===== src/rtl/fb_pixel_fetcher_if.sv =====
// Memory-controller bus between fb_pixel_fetcher (master) and the SDRAM controller (slave).
interface fb_pixel_fetcher_if #(
    parameter int ADDR_W = 24,
    parameter int WORD_W = 16
);
    logic              mem_request;
    logic              mem_nwe;
    logic [ADDR_W-1:0] mem_addr;
    logic [8:0]        mem_size;
    logic [WORD_W-1:0] mem_wdata;
    logic              mem_rvalid;
    logic [WORD_W-1:0] mem_rdata;
    logic              mem_data_ready;
    logic              mem_save_ready;

    modport master (
        output mem_request, mem_nwe, mem_addr, mem_size, mem_wdata,
        input  mem_rvalid, mem_rdata, mem_data_ready, mem_save_ready
    );

    modport slave (
        input  mem_request, mem_nwe, mem_addr, mem_size, mem_wdata,
        output mem_rvalid, mem_rdata, mem_data_ready, mem_save_ready
    );
endinterface


===== src/rtl/fb_pixel_fetcher.sv =====
// Framebuffer fetch engine: burst prefetch into a word FIFO, pixel unpack on pix_ce, single-word write port.
// Optional FB_FETCH_STATS_EN adds a saturating underrun_count output.
//
// state | meaning
// IDLE  | arbitrate: flush, low-water read, write, opportunistic read
// RD    | read burst outstanding, words pushed on mem_rvalid
// WR    | single-word write outstanding
module fb_pixel_fetcher #(
    parameter int ADDR_W      = 24,
    parameter int WORD_W      = 16,
    parameter int PIX_W       = 4,
    parameter int BURST       = 4,
    parameter int FIFO_DEPTH  = 32,
    parameter int FRAME_WORDS = 19200,
    parameter int LOW_WATER   = 8
) (
    input  logic              clk50M,
    input  logic              nreset,
    input  logic              vint,
    input  logic              visible,
    input  logic              pix_ce,
    output logic [PIX_W-1:0]  pix_out,
    output logic              underrun,
`ifdef FB_FETCH_STATS_EN
    output logic [15:0]       underrun_count,
`endif
    input  logic              wr_req,
    input  logic [ADDR_W-1:0] wr_addr,
    input  logic [WORD_W-1:0] wr_data,
    output logic              wr_ack,
    fb_pixel_fetcher_if.master mem
);
    localparam int PPW = WORD_W / PIX_W;
    localparam int AW  = $clog2(FIFO_DEPTH);
    localparam int IW  = (PPW > 1) ? $clog2(PPW) : 1;

    typedef enum logic [1:0] {IDLE, RD, WR} state_t;
    state_t state, state_nx;

    logic [WORD_W-1:0] fifo_mem [FIFO_DEPTH];
    logic [AW:0]       wr_ptr, rd_ptr, level, free_space;
    logic [ADDR_W-1:0] fetch_addr, remain;
    logic [8:0]        rd_size;
    logic [IW-1:0]     idx;
    logic [WORD_W-1:0] head;
    logic              flush_pend, fifo_empty, fifo_full, frame_left;
    logic              push, pop, pix_take, starve;
    logic              issue_rd, issue_wr, done_rd, done_wr, do_flush;

    assign level      = wr_ptr - rd_ptr;
    assign free_space = (AW+1)'(FIFO_DEPTH) - level;
    assign fifo_empty = (level == '0);
    assign fifo_full  = (level == (AW+1)'(FIFO_DEPTH));
    assign frame_left = (fetch_addr < ADDR_W'(FRAME_WORDS));
    assign remain     = ADDR_W'(FRAME_WORDS) - fetch_addr;
    assign rd_size    = (remain < ADDR_W'(BURST)) ? 9'(remain) : 9'(BURST);
    assign head       = fifo_mem[rd_ptr[AW-1:0]];

    assign pix_take = pix_ce & visible;
    assign starve   = pix_take & fifo_empty;
    assign pop      = pix_take & ~fifo_empty & (idx == IW'(PPW-1));
    // Words arriving after a vint belong to the old frame and are discarded.
    assign push     = (state == RD) & mem.mem_rvalid & ~flush_pend & ~fifo_full;

    always_ff @(posedge clk50M) begin
        if (!nreset) state <= IDLE;
        else         state <= state_nx;
    end

    always_comb begin
        state_nx = state;
        issue_rd = 1'b0;
        issue_wr = 1'b0;
        done_rd  = 1'b0;
        done_wr  = 1'b0;
        do_flush = 1'b0;
        case (state)
            IDLE: begin
                if (flush_pend) begin
                    do_flush = 1'b1;
                end else if (level < (AW+1)'(LOW_WATER) && frame_left) begin
                    issue_rd = 1'b1;
                    state_nx = RD;
                end else if (wr_req && !wr_ack) begin
                    // wr_req is still held by the master during the ack cycle
                    issue_wr = 1'b1;
                    state_nx = WR;
                end else if (free_space >= (AW+1)'(BURST) && frame_left) begin
                    issue_rd = 1'b1;
                    state_nx = RD;
                end
            end
            RD: if (mem.mem_data_ready) begin
                done_rd  = 1'b1;
                state_nx = IDLE;
            end
            WR: if (mem.mem_save_ready) begin
                done_wr  = 1'b1;
                state_nx = IDLE;
            end
            default: state_nx = IDLE;
        endcase
    end

    always_ff @(posedge clk50M) begin
        if (push) fifo_mem[wr_ptr[AW-1:0]] <= mem.mem_rdata;
    end

    always_ff @(posedge clk50M) begin
        if (!nreset) begin
            wr_ptr          <= '0;
            rd_ptr          <= '0;
            fetch_addr      <= '0;
            idx             <= '0;
            flush_pend      <= 1'b0;
            pix_out         <= '0;
            underrun        <= 1'b0;
            wr_ack          <= 1'b0;
            mem.mem_request <= 1'b0;
            mem.mem_nwe     <= 1'b1;
            mem.mem_addr    <= '0;
            mem.mem_size    <= '0;
            mem.mem_wdata   <= '0;
        end else begin
            wr_ack <= done_wr;

            if (issue_rd) begin
                mem.mem_request <= 1'b1;
                mem.mem_nwe     <= 1'b1;
                mem.mem_addr    <= fetch_addr;
                mem.mem_size    <= rd_size;
            end
            if (issue_wr) begin
                mem.mem_request <= 1'b1;
                mem.mem_nwe     <= 1'b0;
                mem.mem_addr    <= wr_addr;
                mem.mem_wdata   <= wr_data;
                mem.mem_size    <= 9'd1;
            end
            if (done_rd || done_wr) mem.mem_request <= 1'b0;

            if (do_flush) begin
                wr_ptr     <= '0;
                rd_ptr     <= '0;
                fetch_addr <= '0;
                idx        <= '0;
                flush_pend <= 1'b0;
            end else begin
                if (done_rd) fetch_addr <= fetch_addr + ADDR_W'(mem.mem_size);
                if (push)    wr_ptr <= wr_ptr + 1'b1;
                if (pop)     rd_ptr <= rd_ptr + 1'b1;
                if (pix_take && !fifo_empty)
                    idx <= (idx == IW'(PPW-1)) ? '0 : idx + IW'(1);
            end
            if (vint) flush_pend <= 1'b1;

            if (pix_take)
                pix_out <= fifo_empty ? '0 : head[int'(idx)*PIX_W +: PIX_W];

            if (vint)   underrun <= 1'b0;
            if (starve) underrun <= 1'b1;
        end
    end

`ifdef FB_FETCH_STATS_EN
    always_ff @(posedge clk50M) begin
        if (!nreset)
            underrun_count <= '0;
        else if (starve && underrun_count != 16'hFFFF)
            underrun_count <= underrun_count + 16'd1;
    end
`endif
endmodule


===== src/flat_wrapper.sv =====
// flat-port wrapper written by rule: the top's interface ports become plain ports
module fb_pixel_fetcher_flat 
#(
    parameter int ADDR_W      = 24,
    parameter int WORD_W      = 16,
    parameter int PIX_W       = 4,
    parameter int BURST       = 4,
    parameter int FIFO_DEPTH  = 32,
    parameter int FRAME_WORDS = 19200,
    parameter int LOW_WATER   = 8
)
  (clk50M, nreset, vint, visible, pix_ce, pix_out, underrun, wr_req, wr_addr, wr_data, wr_ack, mem_mem_request, mem_mem_nwe, mem_mem_addr, mem_mem_size, mem_mem_wdata, mem_mem_rvalid, mem_mem_rdata, mem_mem_data_ready, mem_mem_save_ready);
  fb_pixel_fetcher_if #(.ADDR_W(ADDR_W), .WORD_W(WORD_W)) mem_i ();
  input  logic clk50M;
  input  logic nreset;
  input  logic vint;
  input  logic visible;
  input  logic pix_ce;
  output logic [PIX_W-1:0] pix_out;
  output logic underrun;
  input  logic wr_req;
  input  logic [ADDR_W-1:0] wr_addr;
  input  logic [WORD_W-1:0] wr_data;
  output logic wr_ack;
  output wire logic [$bits(mem_i.mem_request)-1:0] mem_mem_request;
  output wire logic [$bits(mem_i.mem_nwe)-1:0] mem_mem_nwe;
  output wire logic [$bits(mem_i.mem_addr)-1:0] mem_mem_addr;
  output wire logic [$bits(mem_i.mem_size)-1:0] mem_mem_size;
  output wire logic [$bits(mem_i.mem_wdata)-1:0] mem_mem_wdata;
  input wire logic [$bits(mem_i.mem_rvalid)-1:0] mem_mem_rvalid;
  input wire logic [$bits(mem_i.mem_rdata)-1:0] mem_mem_rdata;
  input wire logic [$bits(mem_i.mem_data_ready)-1:0] mem_mem_data_ready;
  input wire logic [$bits(mem_i.mem_save_ready)-1:0] mem_mem_save_ready;
  assign mem_mem_request = mem_i.mem_request;
  assign mem_mem_nwe = mem_i.mem_nwe;
  assign mem_mem_addr = mem_i.mem_addr;
  assign mem_mem_size = mem_i.mem_size;
  assign mem_mem_wdata = mem_i.mem_wdata;
  assign mem_i.mem_rvalid = mem_mem_rvalid;
  assign mem_i.mem_rdata = mem_mem_rdata;
  assign mem_i.mem_data_ready = mem_mem_data_ready;
  assign mem_i.mem_save_ready = mem_mem_save_ready;
  fb_pixel_fetcher #(.ADDR_W(ADDR_W), .WORD_W(WORD_W), .PIX_W(PIX_W), .BURST(BURST), .FIFO_DEPTH(FIFO_DEPTH), .FRAME_WORDS(FRAME_WORDS), .LOW_WATER(LOW_WATER)) u_core (.clk50M(clk50M), .nreset(nreset), .vint(vint), .visible(visible), .pix_ce(pix_ce), .pix_out(pix_out), .underrun(underrun), .wr_req(wr_req), .wr_addr(wr_addr), .wr_data(wr_data), .wr_ack(wr_ack), .mem(mem_i));
endmodule

===== config.mk =====
export PLATFORM = sky130hd
export DESIGN_NAME = fb_pixel_fetcher_flat
export DESIGN_NICKNAME = d
export VERILOG_FILES = /design/src/rtl/fb_pixel_fetcher_if.sv /design/src/rtl/fb_pixel_fetcher.sv /design/src/flat_wrapper.sv
export SDC_FILE = /design/constraint.sdc
export NUM_CORES = 1
export LEC_CHECK = 0
export ABC_AREA = 1
export CAP_MARGIN = 5
export CORE_MARGIN = 2
export CORE_UTILIZATION = 50
export CTS_BUF_LIST = sky130_fd_sc_hd__clkbuf_8
export DETAILED_ROUTE_END_ITERATION = 10
export PLACE_DENSITY = 0.73
export SKIP_LAST_GASP = 1
export SLEW_MARGIN = 30
export SYNTH_ARGS = -nofsm -noshare
export SYNTH_HDL_FRONTEND = slang
export SYNTH_SLANG_ARGS = --single-unit

===== constraint.sdc =====
create_clock -name clk50M -period 3.6 [get_ports clk50M]
set_input_delay 0.54 -clock clk50M [delete_from_list [all_inputs] [get_ports clk50M]]
set_output_delay 0.54 -clock clk50M [all_outputs]
set_load 0.01 [all_outputs]

==> metrics.log <==
[metrics] antenna violations before repair: 0
[metrics] wirelength, routed: 68.8 mm
[metrics] startpoint of the lowest-slack hold path: wr_data[7]
[metrics] Bufs on Longest Clock Path: 3
[metrics] top flip-flop cell by instance count after synthesis: sky130_fd_sc_hd__edfxtp_1
[metrics] Post CTS Setup Buffer Count: 0
[metrics] die width: 233 µm
[metrics] area grow syn2layout: 14.4%
[metrics] leftover overflow at the end of global routing: 0
[metrics] Ys Warns: 0
[metrics] Post-Syn Instances: 2520
[metrics] proportion of synthesized chip area in sequential cells: 66.7%
[metrics] commonest cells after routing, fill and taps aside: sky130_fd_sc_hd__edfxtp_1 (512), sky130_fd_sc_hd__nand2_1 (488), sky130_fd_sc_hd__nand3_1 (363), sky130_fd_sc_hd__nor2_1 (354), sky130_fd_sc_hd__o21ai_0 (196)
[metrics] slew at the pin closest to its max-slew limit: 0.941 ns
[metrics] clock period minus final worst setup slack: 3.32 ns
[metrics] peak supply drop: 0.321 mV
[metrics] total negative setup slack: 0 ns
[metrics] largest net degree at the start of global routing: 145
[metrics] H-tree lvl count: 3
[metrics] worst endpoint data arrival time: 3.70 ns
[metrics] count of flip-flops with a built-in enable after synthesis: 512
[metrics] netlist area before placement: 26100 µm²
[metrics] RSZ-0062 raised after global routing: false
[metrics] final worst path period share: 92.4%
[metrics] sw frac: 22.9%
[metrics] DR iter-0 viols: 2521
[metrics] dpl hpwl: 42.7 mm
[metrics] Final Setup Violations: 0
[metrics] GRT Total Usage: 25.4%
[metrics] Post-route DRC: 0
[metrics] result of the run: finished clean
[metrics] post-placement worst setup slack: 0.350 ns
[metrics] cts repair resizes: 0
[metrics] endpoint required time on the critical path: 3.98 ns
[metrics] placed instance area: 28000 µm²
[metrics] post-route total power: 0.0142 W
[metrics] via count of the first global-routing pass: 18.2k
[metrics] core area: 51500 µm²
[metrics] type of element launching the critical path: flop
[metrics] highest fanout seen on the critical path: 13
[metrics] number of I/O port buffers: 121
[metrics] number of cell instances on the worst register-to-register path: 16
[metrics] via count: 19.2k
[metrics] vias per inst: 5.61
[metrics] clock tree root driver cell: sky130_fd_sc_hd__clkbuf_8
[metrics] Final Wtd Congestion: 0.941
[metrics] clock sink count: 615
[metrics] post-detailed-route count of antenna-violating nets: 0
[metrics] sw power: 0.00327 W
[metrics] average routed wire per standard cell: 20.1 µm
[metrics] CP Launch Point: u_core.wr_ptr[0]
[metrics] leakage component of the power: 10.9 nW
[metrics] combinational fraction of design power: 5.0%
[metrics] sequential group share of total power: 54.8%
[metrics] area of the die: 54100 µm²
[metrics] post-synthesis register bit count: 615
[metrics] starting utilization of the core area: 50.7%
[metrics] area of all placed cells without fillers: 29900 µm²
[metrics] Synth Area per Inst: 10.4 µm²
[metrics] count of final hold-check violations: 0
[metrics] Net count, final: 2750
[metrics] total power per unit cell area: 476 nW/µm²
[metrics] timing-limited maximum frequency: 301 MHz
[metrics] wire length of the first global-routing pass: 104 mm
[metrics] async set or reset register ratio after synthesis: 0%
[metrics] library cells used by synthesis: 45
[metrics] number of buffers created by CTS: 96
[metrics] most common library cell in the layout ignoring fill and taps: sky130_fd_sc_hd__edfxtp_1
[metrics] final count of pins violating max slew: 0
[metrics] row count: 83
[metrics] max-cap violations: 0
[metrics] diode insertion count for antenna repair: 0
[metrics] Hold/Removal Path Class: primary input to flop
[metrics] Layout Skew: 0.0333 ns
[metrics] kind of end point of the critical path: flop
[metrics] drt first pass iters: 6
[metrics] insertion delay to the later sink of the worst-skew pair: 0.71 ns
[metrics] Clk pwr share: 40.1%
[metrics] Top Ports: 122
[metrics] y dimension of the die: 233 µm
[metrics] # hold bufs at CTS: 0
[metrics] P_int: 0.0110 W
[metrics] Net Count, Synth: 2608
[metrics] Clock Pin Slew Worst Setup and Hold Paths: 0.06 ns
[metrics] share of cells above drive strength 1: 8.59%
[metrics] type of the worst setup path: flop to flop
[metrics] startpoint of the most critical register-to-register path: u_core.wr_ptr[0]
[metrics] utilization after layout: 58.0%
[metrics] Worst Slack Setup Final: 0.275 ns
[metrics] count of filler cells inserted in the layout: 4296
[metrics] clock tree from TritonCTS: done
[metrics] number of cells on the worst hold path: 3
[metrics] Max transition margin: 37.3%
-- worst paths after layout --
check                                          endpoint  slack (ns)
worst max-delay path              u_core.fifo_mem[4][5]        0.28
worst min-delay path            u_core.mem.mem_wdata[7]        0.41
worst max register to register    u_core.fifo_mem[4][5]        0.28
worst min register to register  u_core.mem.mem_wdata[0]        0.46
-- layout make-up --
type                    instances  area (µm²)  share of cell area, %
well taps                     680         851                   2.85
clock inverters                71         472                   1.58
clock buffers                 101        1390                   4.65
repair buffers                179        1640                   5.49
inverters                     130         499                   1.67
flip-flops and latches        615       17400                   58.4
multi-input cells            1640        7590                   25.4
-- synth_stat cells (6+ instances only) --
cell type                  instances  area share (%)
sky130_fd_sc_hd__a21oi_1         116             2.2
sky130_fd_sc_hd__a22oi_1          10            0.29
sky130_fd_sc_hd__buf_1            16            0.23
sky130_fd_sc_hd__buf_2            53             1.0
sky130_fd_sc_hd__clkbuf_1         56            0.80
sky130_fd_sc_hd__dfxtp_1         103             7.9
sky130_fd_sc_hd__edfxtp_1        512              59
sky130_fd_sc_hd__ha_1             21             1.0
sky130_fd_sc_hd__inv_1           120             1.7
sky130_fd_sc_hd__inv_2             6           0.086
sky130_fd_sc_hd__nand2_1         488             7.0
sky130_fd_sc_hd__nand3_1         363             7.0
sky130_fd_sc_hd__nand4_1           8            0.19
sky130_fd_sc_hd__nor2_1          359             5.2
sky130_fd_sc_hd__nor3_1           16            0.31
sky130_fd_sc_hd__o211ai_1         10            0.29
sky130_fd_sc_hd__o21ai_0         196             3.8
sky130_fd_sc_hd__o22ai_1           6            0.14
sky130_fd_sc_hd__xor2_1            8            0.27
-- metrics by stage --
step / hold slack, ns / instances
after floorplan: 0.466 / 2520
after global placement: 0.448 / 3244
after detailed placement: 0.456 / 3244
after CTS: 0.367 / 3416
after global routing: 0.374 / 3416
final: 0.412 / 3416
-- power groups by stage --
stage / clock (W) / combinational, W / sequential (W)
floorplan: 0 / 0.000361 / 0.00795
global placement: 0 / 0.000697 / 0.00795
global route: 0.00609 / 0.000782 / 0.00781
detailed placement: 0 / 0.000710 / 0.00796
CTS: 0.00579 / 0.000714 / 0.00781
finish: 0.00571 / 0.000718 / 0.00781
-- sequential cells by signal, indices dropped and copies added, names as in the netlist, 2 cells and up, named ones only --
signal / flops
u_core.state: 2
u_core.mem.mem_size: 9
u_core.idx: 2
u_core.rd_ptr: 6
u_core.fifo_mem: 512
u_core.mem.mem_addr: 24
u_core.mem.mem_wdata: 16
u_core.pix_out: 4
u_core.fetch_addr: 24
u_core.wr_ptr: 6
-- logic make-up (layout without fill, tap and decap cells) --
group	count (synthesis)	count (layout)	share of synthesized area, %
fa+ha+maj	23	23	1.16
xor+xnor	15	15	0.560
compound gates	349	349	6.98
simple gates	1253	1253	20.3
flops	615	615	66.7
buf+inv	265	481	4.30
-- critical path, cell delays in order (launching register included) --
cell and delay, ns:
sky130_fd_sc_hd__dfxtp_1 0.35, sky130_fd_sc_hd__inv_1 0.14, sky130_fd_sc_hd__ha_1 0.16, sky130_fd_sc_hd__inv_1 0.06, sky130_fd_sc_hd__fa_1 0.40, sky130_fd_sc_hd__nand3_1 0.11
sky130_fd_sc_hd__nand2_1 0.06, sky130_fd_sc_hd__nand2_1 0.06, sky130_fd_sc_hd__nand2_1 0.06, sky130_fd_sc_hd__nand2_1 0.08, sky130_fd_sc_hd__nor2_1 0.07, sky130_fd_sc_hd__nand2_1 0.10
sky130_fd_sc_hd__nand2_1 0.15, sky130_fd_sc_hd__inv_1 0.21, sky130_fd_sc_hd__nand2_1 0.43, sky130_fd_sc_hd__nor2_1 0.31, sky130_fd_sc_hd__buf_4 0.26
-- per-layer routing --
metal | vias up | part of all wire, % | global-route usage, % | wire length [µm]
li1 | 9007 | - | - | -
met1 | 9128 | 40 | 34.1 | 27200
met2 | 900 | 49 | 41.7 | 33500
met3 | 142 | 8.7 | 4.63 | 6000
met4 | 0 | 2.9 | 8.60 | 2020
met5 | - | 0 | 0 | 0
Note: power is estimated with default switching activity, not from simulation.
